<file path="config.mk">
export PLATFORM = sky130hd
export DESIGN_NAME = fetch_unit
export DESIGN_NICKNAME = d
export VERILOG_FILES = /design/src/rtl/fetch_unit.sv
export SDC_FILE = /design/constraint.sdc
export NUM_CORES = 1
export LEC_CHECK = 0
export BUFFER_PORTS_ARGS = -buffer_cell sky130_fd_sc_hd__buf_2
export CORE_UTILIZATION = 45
export CTS_BUF_LIST = sky130_fd_sc_hd__clkbuf_4 sky130_fd_sc_hd__clkbuf_8
export CTS_CLUSTER_SIZE = 8
export DETAILED_ROUTE_END_ITERATION = 10
export PLACE_DENSITY = 0.81
export SYNTH_ARGS = -nofsm -noshare
export SYNTH_HDL_FRONTEND = slang
export SYNTH_SLANG_ARGS = --single-unit
</file>
<file path="constraint.sdc">
create_clock -name clk -period 6.7 [get_ports clk]
set_input_delay 1.675 -clock clk [delete_from_list [all_inputs] [get_ports clk]]
set_output_delay 1.675 -clock clk [all_outputs]
set_load 0.01 [all_outputs]
</file>
<file path="src/rtl/fetch_unit.sv">
// fetch_unit: instruction fetch front end.
//   Issues one instruction read at a time to imem, buffers fetched words in
//   a 2-entry FIFO of {pc, instr, fault} and presents the head to decode.
//   Drives the PC register input (next_pc) combinationally.
// Ports:
//   clk, reset                 - clock, async active-low reset
//   current_pc / next_pc       - PC register output / input
//   imem_req, imem_addr        - registered read request and address
//   imem_ack, imem_rdata       - read completion and data
//   redirect_valid/redirect_pc - branch/jump: flush buffer, load new PC
//   out_valid/pc/instr/fault   - head of fetch buffer
//   out_ready                  - decode accepts head this cycle
module fetch_unit #(
  parameter int TIMEOUT = 16
) (
  input  logic        clk,
  input  logic        reset,
  input  logic [31:0] current_pc,
  output logic [31:0] next_pc,
  output logic        imem_req,
  output logic [31:0] imem_addr,
  input  logic        imem_ack,
  input  logic [31:0] imem_rdata,
  input  logic        redirect_valid,
  input  logic [31:0] redirect_pc,
  output logic        out_valid,
  output logic [31:0] out_pc,
  output logic [31:0] out_instr,
  output logic        out_fault,
  input  logic        out_ready
);

  localparam logic [1:0] S_IDLE  = 2'd0;
  localparam logic [1:0] S_REQ   = 2'd1;
  localparam logic [1:0] S_DRAIN = 2'd2;
  localparam logic [1:0] S_FAULT = 2'd3;

  logic [1:0]       state, state_nxt;
  logic [1:0]       count;
  logic             rd_ptr, wr_ptr;
  logic [1:0][31:0] fifo_pc;
  logic [1:0][31:0] fifo_instr;
  logic [1:0]       fifo_fault;
  logic [7:0]       timer;

  logic             pop, push, push_fault, issue, tmo, aligned, busy;
  logic [31:0]      push_pc, push_instr;
  logic [2:0]       count_after;

  assign aligned     = (current_pc[1:0] == 2'b00);
  assign out_valid   = (count != 2'd0);
  assign pop         = out_valid & out_ready & ~redirect_valid;
  // timer holds the number of already-elapsed REQ/DRAIN cycles without ack,
  // so this is the TIMEOUT-th such cycle
  assign tmo         = (timer == 8'(TIMEOUT - 1));
  assign busy        = (state == S_REQ) || (state == S_DRAIN);
  // occupancy after this cycle's ack push, used for back-to-back issue
  assign count_after = {1'b0, count} + 3'd1 - {2'b00, pop};

  assign out_pc    = out_valid ? fifo_pc[rd_ptr]    : 32'h0;
  assign out_instr = out_valid ? fifo_instr[rd_ptr] : 32'h0;
  assign out_fault = out_valid ? fifo_fault[rd_ptr] : 1'b0;

  always_comb begin
    state_nxt  = state;
    issue      = 1'b0;
    push       = 1'b0;
    push_pc    = imem_addr;
    push_instr = 32'h0;
    push_fault = 1'b0;
    case (state)
      S_IDLE: begin
        if (!redirect_valid && count < 2'd2) begin
          if (aligned) begin
            issue     = 1'b1;
            state_nxt = S_REQ;
          end else begin
            push       = 1'b1;
            push_pc    = current_pc;
            push_fault = 1'b1;
            state_nxt  = S_FAULT;
          end
        end
      end
      S_REQ: begin
        if (redirect_valid) begin
          // outstanding read must still complete; its data is dropped
          if (imem_ack || tmo) state_nxt = S_IDLE;
          else                 state_nxt = S_DRAIN;
        end else if (imem_ack) begin
          push       = 1'b1;
          push_instr = imem_rdata;
          if (count_after < 3'd2 && aligned) begin
            issue     = 1'b1;
            state_nxt = S_REQ;
          end else begin
            state_nxt = S_IDLE;
          end
        end else if (tmo) begin
          push       = 1'b1;
          push_fault = 1'b1;
          state_nxt  = S_FAULT;
        end
      end
      S_DRAIN: begin
        if (imem_ack || tmo) state_nxt = S_IDLE;
      end
      default: begin
        if (redirect_valid) state_nxt = S_IDLE;
      end
    endcase
  end

  always_comb begin
    next_pc = current_pc;
    if (!reset)              next_pc = 32'h0;
    else if (redirect_valid) next_pc = redirect_pc;
    else if (issue)          next_pc = current_pc + 32'd4;
  end

  always_ff @(posedge clk or negedge reset) begin
    if (!reset) begin
      state     <= S_IDLE;
      imem_req  <= 1'b0;
      imem_addr <= 32'h0;
      timer     <= 8'h0;
    end else begin
      state    <= state_nxt;
      imem_req <= (state_nxt == S_REQ) || (state_nxt == S_DRAIN);
      if (issue) imem_addr <= current_pc;
      if (issue || !busy || imem_ack) timer <= 8'h0;
      else                            timer <= timer + 8'd1;
    end
  end

  always_ff @(posedge clk or negedge reset) begin
    if (!reset) begin
      count  <= 2'd0;
      rd_ptr <= 1'b0;
      wr_ptr <= 1'b0;
    end else if (redirect_valid) begin
      count  <= 2'd0;
      rd_ptr <= 1'b0;
      wr_ptr <= 1'b0;
    end else begin
      count <= count + 2'(push) - 2'(pop);
      if (push) wr_ptr <= ~wr_ptr;
      if (pop)  rd_ptr <= ~rd_ptr;
    end
  end

  // storage needs no reset: outputs are masked while the buffer is empty
  always_ff @(posedge clk) begin
    if (push && !redirect_valid) begin
      fifo_pc[wr_ptr]    <= push_pc;
      fifo_instr[wr_ptr] <= push_instr;
      fifo_fault[wr_ptr] <= push_fault;
    end
  end

endmodule

</file>
# After elaboration in Yosys (flattened, before gate mapping)
# Cells that the tools add are included.
[totals]
word_cells = 105
output_inout_bits = 131
register_bits = 177
[classes]
reduce_logical = 16
addsub = 6
n_mux = 56
eq_ne = 5
bitwise = 5
order_cmp = 5
[op_table]
columns = ["cell", "count"]
rows = [
  ["32-bit 2-to-1 mux", 16],
  ["64-bit bitwise mux", 2],
  ["32-bit by 3-bit adder with 32-bit output (second input constant)", 1],
  ["32-bit demux with 1-bit select", 1],
  ["1-bit 2-to-1 mux", 21],
  ["2-bit 2-to-1 mux", 9],
  ["8-bit by 1-bit adder with 8-bit output (second input constant)", 1],
  ["8-bit by 4-bit == test with 1-bit output (second input constant)", 1],
  ["8-bit 2-to-1 mux", 1],
  ["1-bit one-hot mux with 2 select lines", 3],
  ["2-bit one-hot mux with 3 select lines", 1],
  ["2-bit nonzero test", 3],
  ["1-bit logical OR", 5],
  ["2-bit by 1-bit == test with 1-bit output (second input constant)", 2],
  ["2-bit == test (second input constant)", 2],
  ["1-bit logical AND", 4],
  ["2-bit logical NOT", 2],
  ["1-bit by 2-bit < comparator with 1-bit output (second input constant)", 2],
  ["2-bit by 1-bit adder with 3-bit output (second input constant)", 1],
  ["3-bit by 2-bit < comparator with 1-bit output (second input constant)", 1],
  ["1-bit NOT", 3],
  ["3-bit by 1-bit subtractor with 3-bit output", 1],
  ["2-bit by 1-bit adder with 2-bit output", 1],
  ["1-bit bitwise AND", 2],
  ["other kinds (6)", 7],
]

# Longest topological paths before layout
# Gate-level depths: netlist of the first run.
[depth]
word_depth = 13
depth_mapped = 12
mapped_depth_nobuf = 11

# Worst setup path after synthesis of the first run
# OpenSTA, ideal clock, no wires.
[synth_path]
kind = "in2reg"
start = "in redirect_valid"
end = "reg fifo_fault[1] (enable)"
slack_ns = 0.844
cell_stages = 5
t_arrival_ns = 5.361
setup_time_ns = 0.495
n_path_buf = 1
cell_sequence = "nor3b_4 -> nor2b_1 -> clkbuf_1 -> nor2_1 -> nor2b_1"
[synth_between]
elab_chain_len = 5
elab_cells_between_ends = 6
[synth_lines]
columns = ["item", "line", "source"]
rows = [
  ["start: declaration", "24", "input logic redirect_valid,"],
  ["1-bit logical NOT", "73, 154", ""],
  ["1-bit logical AND", "73", "if (!redirect_valid && count < 2'd2) begin"],
  ["1-bit 2-to-1 mux", "73", ""],
  ["1-bit one-hot mux with 2 select lines", "71", "case (state)"],
  ["1-bit logical AND (*)", "154", "if (push && !redirect_valid) begin"],
  ["end signal: indexed assignment", "157", "fifo_fault[wr_ptr] <= push_fault;"],
  ["end: declaration", "43", "logic [1:0] fifo_fault;"],
]
# Every way passes the cells marked *; elsewhere a longest branch is shown, timed or not.
# A chain may end at the register's enable or synchronous reset.

# Final worst setup path of the first run
[layout_path]
start = "in redirect_valid"
end = "out next_pc[24]"
[layout_between]
elab_chain_len = 12
elab_cells_between_ends = 15
[layout_lines]
columns = ["item", "line", "source"]
rows = [
  ["1-bit NOT", "52", "assign pop = out_valid & out_ready & ~redirect_valid;"],
  ["1-bit bitwise AND", "52", ""],
  ["3-bit by 1-bit subtractor with 3-bit output", "58", "assign count_after = {1'b0, count} + 3'd1 - {2'b00, pop};"],
  ["3-bit by 2-bit < comparator with 1-bit output", "93", "if (count_after < 3'd2 && aligned) begin"],
  ["1-bit logical AND", "93", ""],
  ["1-bit 2-to-1 mux", "93", ""],
  ["1-bit 2-to-1 mux", "90", "end else if (imem_ack) begin"],
  ["1-bit 2-to-1 mux", "86", "if (redirect_valid) begin"],
  ["1-bit one-hot mux with 2 select lines", "71", ""],
  ["32-bit 2-to-1 mux", "118", "else if (issue) next_pc = current_pc + 32'd4;"],
  ["32-bit 2-to-1 mux (*)", "117", "else if (redirect_valid) next_pc = redirect_pc;"],
  ["32-bit 2-to-1 mux (*)", "116", "if (!reset) next_pc = 32'h0;"],
  ["end: declaration", "19", "output logic [31:0] next_pc,"],
]
# Marks and branches as above.

==> results of run 1 <==
sequential cells by signal, indices dropped and copies added (netlist names):
| name | cells |
|---|---|
| state | 2 |
| imem_addr | 32 |
| rd_ptr | 1 |
| count | 2 |
| wr_ptr | 1 |
| fifo_pc | 64 |
| imem_req | 1 |
| fifo_instr | 64 |
| timer | 8 |
| fifo_fault | 2 |
power groups by stage:
stage | Combinational, W | Sequential [W] | Clock, W
5_1_grt | 0.00163 | 0.00178 | 0.000788
3_3_place_gp | 0.00145 | 0.00176 | 0
4_1_cts | 0.00149 | 0.00175 | 0.000742
6_report | 0.00147 | 0.00175 | 0.000723
3_5_place_dp | 0.00149 | 0.00178 | 0
2_1_floorplan | 0.000878 | 0.00176 | 0
path summary, 6_finish.rpt:
kind                                startpoint             to  slack [ns]  cells past startpoint
worst max-delay path            redirect_valid    next_pc[24]        0.96                      8
worst min-delay path                  timer[0]       timer[0]        0.46                      1
worst max register to register        state[0]    fifo_pc[62]        3.50                      8
worst min register to register        timer[0]       timer[0]        0.46                      1
max in group asynchronous                reset         rd_ptr        4.70                      2
min in group asynchronous                reset  imem_addr[16]        1.21                      1
layout by cell type (no fill, tap or decap), drive strengths merged, types with 20 or more instances in the layout:
cell type	count
buf	245
nand2	195
edfxtp	130
nor2	91
mux2i	68
dfrtp	47
o21ai	39
and2	34
a21oi	27
xnor2	25
clkbuf	20
inv	20
final cells by class:
class | count | share of cell area, %
flip-flops and latches | 177 | 47.94
multi-input cells | 588 | 32.73
clock buffers | 20 | 2.478
clock inverters | 12 | 1.168
repair buffers | 245 | 12.15
well taps | 260 | 3.068
inverters | 13 | 0.4602
routing by layer:
layer / up-vias / global-route usage [%] / wire length [um]
met1: 3255 / 29.04 / 9785
li1: 3310 / - / -
met4: 0 / 7.357 / 449
met5: - / 0 / 0
met3: 45 / 4.691 / 1448
met2: 288 / 38.24 / 10730
kinds of logic after synthesis:
family	share of synthesized area (%)
simple gates	19.18
mux	7.867
flops	57.76
xor+xnor	2.988
fa+ha+maj	1.138
compound gates	7.882
buf+inv	3.187
per-stage QoR:
step / utilization [%] / cell area, um2 / hold slack [ns] / worst slack [ns]
final: 55.94 / 10600 / 0.4598 / 0.9596
after global routing: 55.94 / 10600 / 0.4966 / 0.7497
after global placement: 53.90 / 10220 / 0.4396 / 0.9681
after CTS: 55.94 / 10600 / 0.4568 / 0.9391
after detailed placement: 53.90 / 10220 / 0.4445 / 0.9617
after floorplan: - / 8795 / 0.4251 / 0.8439
==> key figures, run 1 <==
Drt
  – Final wirelength: 22410 um
  – Antenna viol nets, final: 0
  – Residual DRC: 0
  – DR vias/cell: 5.246
  – Vias: 6898
  – First-pass iteration count of the detailed router: 5
  – Avg WL per Cell: 17.04 um
  – Starting DRT DRC Count: 443

STA
  – Clock skew: 0.01525 ns
  – F_max: 174.2 MHz
  – Worst-margin pin slew: 0.9872 ns
  – Final worst path period share: 85.68%
  – Final Hold Fails: 0
  – Crit path time final: 5.740 ns
  – Setup TNS: 0 ns
  – # setup viols final: 0
  – Unrepaired setup endpoints after global routing: false
  – Worst rel slew slack: 33.94%
  – Final Max Tran Viols: 0

Power and ir drop
  – Max IR drop VDD: 0.1939 mV
  – Leakage: 4.528 nW
  – Sequential cell fraction of total power: 44.4%
  – Internal power: 0.002434 W
  – Comb power frac: 37.3%
  – P per Cell Area: 372.2 nW/um2
  – Pwr Total: 0.003947 W
  – Clock share of power: 18.3%
  – Sw frac: 38.32%
  – NetSw: 0.001512 W

Finish
  – # fillers: 1645
  – Area Overhead vs Synth: 20.57%
  – Final #Nets: 1151
  – Layout cells sized above 1: 28.44%
  – Area taken by multi-input logic gates: 3471 um2
  – Register area: 5084 um2
  – Post-Layout Cell Count: 1315
  – Ant diodes: 0

GRT
  – Pin count of the biggest net entering global routing: 58
  – Number of global-route vias before repair: 6505
  – GRT Total Usage: 22.62%
  – Initial antenna violation count: 0
  – Global route overflow: 0
  – First-pass GRT wire length: 34350 um

Logic synthesis
  – Post-Syn Instances: 834
  – Net Count, Synth: 943
  – Most common cell in the netlist: nand2_1
  – Top post-synthesis cells by count: 194 x nand2_1, 130 x edfxtp_1, 91 x nor2_1, 68 x mux2i_1, 47 x dfrtp_1
  – Syn avg cell area: 10.55 um2
  – Number of flops mapped to enable cells by yosys: 130
  – Syn Std Cell Area: 8795 um2
  – Largest area contributor in the netlist: edfxtp_1
  – Synth top area cells: edfxtp_1 44%, dfrtp_1 13%, nand2_1 8.3%, mux2i_1 7.7%, nor2_1 3.9%
  – Synth top area share: 44.39%
  – Yosys cell types: 51
  – Sequential element share of the synthesized area: 57.76%
  – Post-synth top flop: edfxtp_1
  – Post-synth ARST share: 26.55%
  – Synth warnings: 0
  – #FFs+latches synth: 177

Die
  – Die H: 141.8 um
  – Core area: 18960 um2
  – Initial Utilization: 46.40%
  – Width of the die: 141.8 um
  – IO Pins: 232
  – Die Footprint: 20110 um2
  – Std-Cell Rows: 50

Placement
  – Detailed Place HPWL: 15340 um
  – Final RePlAce weighted congestion: 0.8787
  – Dpl cells: 1283
  – IO buf count: 231

Clock network
  – CTS tree: built
  – CTS Hold Bufs: 0
  – Post CTS Setup Buffer Count: 0
  – H-tree level count: 4
  – CTS clk-pin slew, worst paths: 0.09 ns
  – CTS Buf Count: 17
  – Max clock buf depth: 2
  – # resized after CTS: 0
  – Clock Sinks: 177
  – Root buffer cell: clkbuf_8
  – Clock Latency Late Sink: 0.46 ns

Setup path
  – CP Class: in2out
  – Critical-path cell list: buf_2, buf_4, nor2b_1, o211ai_4, nand2_1, and4_1, nor3_1, buf_2
  – Startpoint types: input pin
  – Arrival @ worst endpoint: 4.07 ns
  – Crit Path Max Fanout: 24
  – Top cell by count, worst path: buf_2
  – Family with the most delay on the worst path: simple AND/OR/NAND/NOR gates
  – Max stage delay on crit path: 0.63 ns
  – Critical path's slowest cell: nand2_1
  – Endpoint class of the critical path: output port
  – CP required: 5.03 ns
  – CP Buf/Inv Count: 3

Status
  – Status: finished, final reports clean

Job
  – Maxcap violations: 0

Min path
  – Hold/Removal Path Class: reg2reg
Power figures use the tool's default switching activity.
==> run 2, diff against run 1 <==
==> constraint.sdc (replaced) <==
create_clock -name clk -period 6.7 [get_ports clk]
set_input_delay 1.675 -clock clk [delete_from_list [all_inputs] [get_ports clk]]
set_output_delay 1.675 -clock clk [all_outputs]
set_load 0.1 [all_outputs]
==> run 2 against run 1 <==
Via count barely moved. Die area did not move. Clock skew fell by 0.00085 ns. Critical path type unchanged. Critical endpoint is now next_pc[4]. Largest cell class unchanged.
==> key figures, run 2 (synthesis results as in run 1) <==
GRT
  – First-pass GRT wire length: 34670 um (+0.94%)
  – GRT Total Usage: 22.47% (-0.15 points)
  – Number of global-route vias before repair: 6767 (+4.0%)
  – Global route overflow: 0 (unchanged)
  – Initial antenna violation count: 0 (unchanged)
  – Pin count of the biggest net entering global routing: 51 (-12%)

Setup path
  – Critical path's slowest cell: nand2_1
  – Top cell by count, worst path: a211oi_1
  – CP Class: in2out
  – Endpoint class of the critical path: output port
  – R2R depth: 8 (unchanged)
  – Critical path endpoint: next_pc[4]
  – Max stage delay on crit path: 0.47 ns (-0.16 ns)
  – Arrival @ worst endpoint: 4.08 ns (about the same)
  – Startpoint types: input pin
  – FF-to-FF End: fifo_pc[46]
  – Critical path startpoint: redirect_valid
  – Reg-to-reg setup timing slack: 3.55 ns (+0.05 ns)
  – CP required: 5.03 ns (about the same)
  – Reg-to-reg startpoint: state[0]
  – Critical-path cell list: buf_2, nor3b_4, nand2_2, nand2_1, buf_4, a211oi_1, a211oi_1, buf_12
  – Crit Path Max Fanout: 27 (+13%)

STA
  – Final Hold Fails: 0 (unchanged)
  – Final Max Tran Viols: 0 (unchanged)
  – F_max: 173.7 MHz (-0.27%)
  – Final worst path period share: 85.91% (+0.23 points)
  – Worst rel slew slack: 24.34% (-9.6 points)
  – Crit path time final: 5.756 ns (+0.01542 ns)
  – Unrepaired setup endpoints after global routing: false
  – Setup TNS: 0 ns (unchanged)
  – Worst-margin pin slew: 1.134 ns (+0.1465 ns)
  – Clock skew: 0.01440 ns (-0.0008456 ns)
  – # setup viols final: 0 (unchanged)

Clock network
  – Max clock buf depth: 2 (unchanged)
  – Post CTS Setup Buffer Count: 0 (unchanged)
  – Clock Sinks: 177 (unchanged)
  – # resized after CTS: 0 (unchanged)
  – CTS Buf Count: 17 (unchanged)
  – CTS Hold Bufs: 0 (unchanged)
  – Root buffer cell: clkbuf_8
  – CTS clk-pin slew, worst paths: 0.09 ns (about the same)
  – CTS tree: built
  – H-tree level count: 4 (unchanged)
  – Clock Latency Late Sink: 0.46 ns (about the same)

Finish
  – Area Overhead vs Synth: 22.44%
  – Final #Nets: 1151 (unchanged)
  – Ant diodes: 0 (unchanged)
  – Largest regs: fifo_instr x64, fifo_pc x64, imem_addr x32
  – Layout cells sized above 1: 28.53% (+0.095 points)
  – Most common cell after layout, fill and taps aside: buf_2
  – Commonest cells after routing, fill and taps aside: 222 x buf_2, 194 x nand2_1, 130 x edfxtp_1

Die
  – Initial Utilization: 46.40% (unchanged)
  – Die H: 141.8 um (unchanged)
  – Die Footprint: 20110 um2 (unchanged)
  – Width of the die: 141.8 um (unchanged)
  – Core area: 18960 um2 (unchanged)
  – IO Pins: 232 (unchanged)
  – Std-Cell Rows: 50 (unchanged)

Drt
  – Final wirelength: 22560 um (+0.66%)
  – First-pass iteration count of the detailed router: 7 (+2)
  – Antenna viol nets, final: 0 (unchanged)
  – Starting DRT DRC Count: 455 (+2.7%)
  – Residual DRC: 0 (unchanged)
  – DR vias/cell: 5.249 (about the same)
  – Vias: 6903 (+0.072%)
  – Avg WL per Cell: 17.15 um (+0.66%)

Status
  – Status: finished, final reports clean

Placement
  – Final RePlAce weighted congestion: 0.8469 (-3.6%)
  – Detailed Place HPWL: 15230 um (-0.69%)
  – IO buf count: 231 (unchanged)

Job
  – Maxcap violations: 0 (unchanged)

Min path
  – Hold/Removal Path Class: reg2reg
  – Hold Path Cell Cnt: 1 (unchanged)
-- run 2: cell types whose count changed in the layout (fill, tap and decap cells not counted), sizes merged --
cell and change:
clkinvlp +1, clkbuf -3, clkinv +2
-- run 2: metal layers --
metal	part of all wire (%)	track usage (%)	vias to the layer above
met5	0	0	-
met4	2.0	8.432	0
met3	7.1	5.366	40
met2	49	38.84	297
met1	42	27.21	3259
li1	-	-	3307
-- run 2: how the worst min path moves through the flow --
stage                         from       end  slack [ns]
after floorplan           timer[0]  timer[0]        0.43
after global placement    timer[0]  timer[0]        0.44
after detailed placement  timer[0]  timer[0]        0.45
after CTS                 timer[0]  timer[0]        0.46
after global routing      timer[0]  timer[0]        0.50
final                     timer[0]  timer[0]        0.46
-- run 2: area by class of cell --
type                       instances  area, um2
clock buffer                      17      234.0
clock inverter                    15      172.7
fill                            1626       8188
inverter                          13      48.80
multi-input combinational        588       3482
sequential                       177       5084
tap                              260      325.3
timing repair buffer             245       1421
-- run 2: critical path, delay by kind of cell --
family | cells | cell delay, ns
and+or+nand+nor | 3 | 1.20
buffers and inverters | 3 | 0.70
AOI/OAI and AO/OA | 2 | 0.48
-- run 2: metrics by stage --
| stage | util (%) | hold slack (ns) | worst slack, ns | area, um2 | instances |
|---|---|---|---|---|---|
| after floorplan | - | 0.4251 | 0.07717 | 8806 | 834 |
| after global placement | 54.66 | 0.4403 | 1.018 | 10360 | 1283 |
| after detailed placement | 54.66 | 0.4478 | 0.9733 | 10360 | 1283 |
| after CTS | 56.81 | 0.4602 | 0.9540 | 10770 | 1315 |
| after global routing | 56.81 | 0.4957 | 0.7754 | 10770 | 1315 |
| final | 56.81 | 0.4562 | 0.9442 | 10770 | 1315 |
Power of run 2 is not shown: default switching activity piles up to over one toggle a cycle in this logic, so the estimate is an artifact.
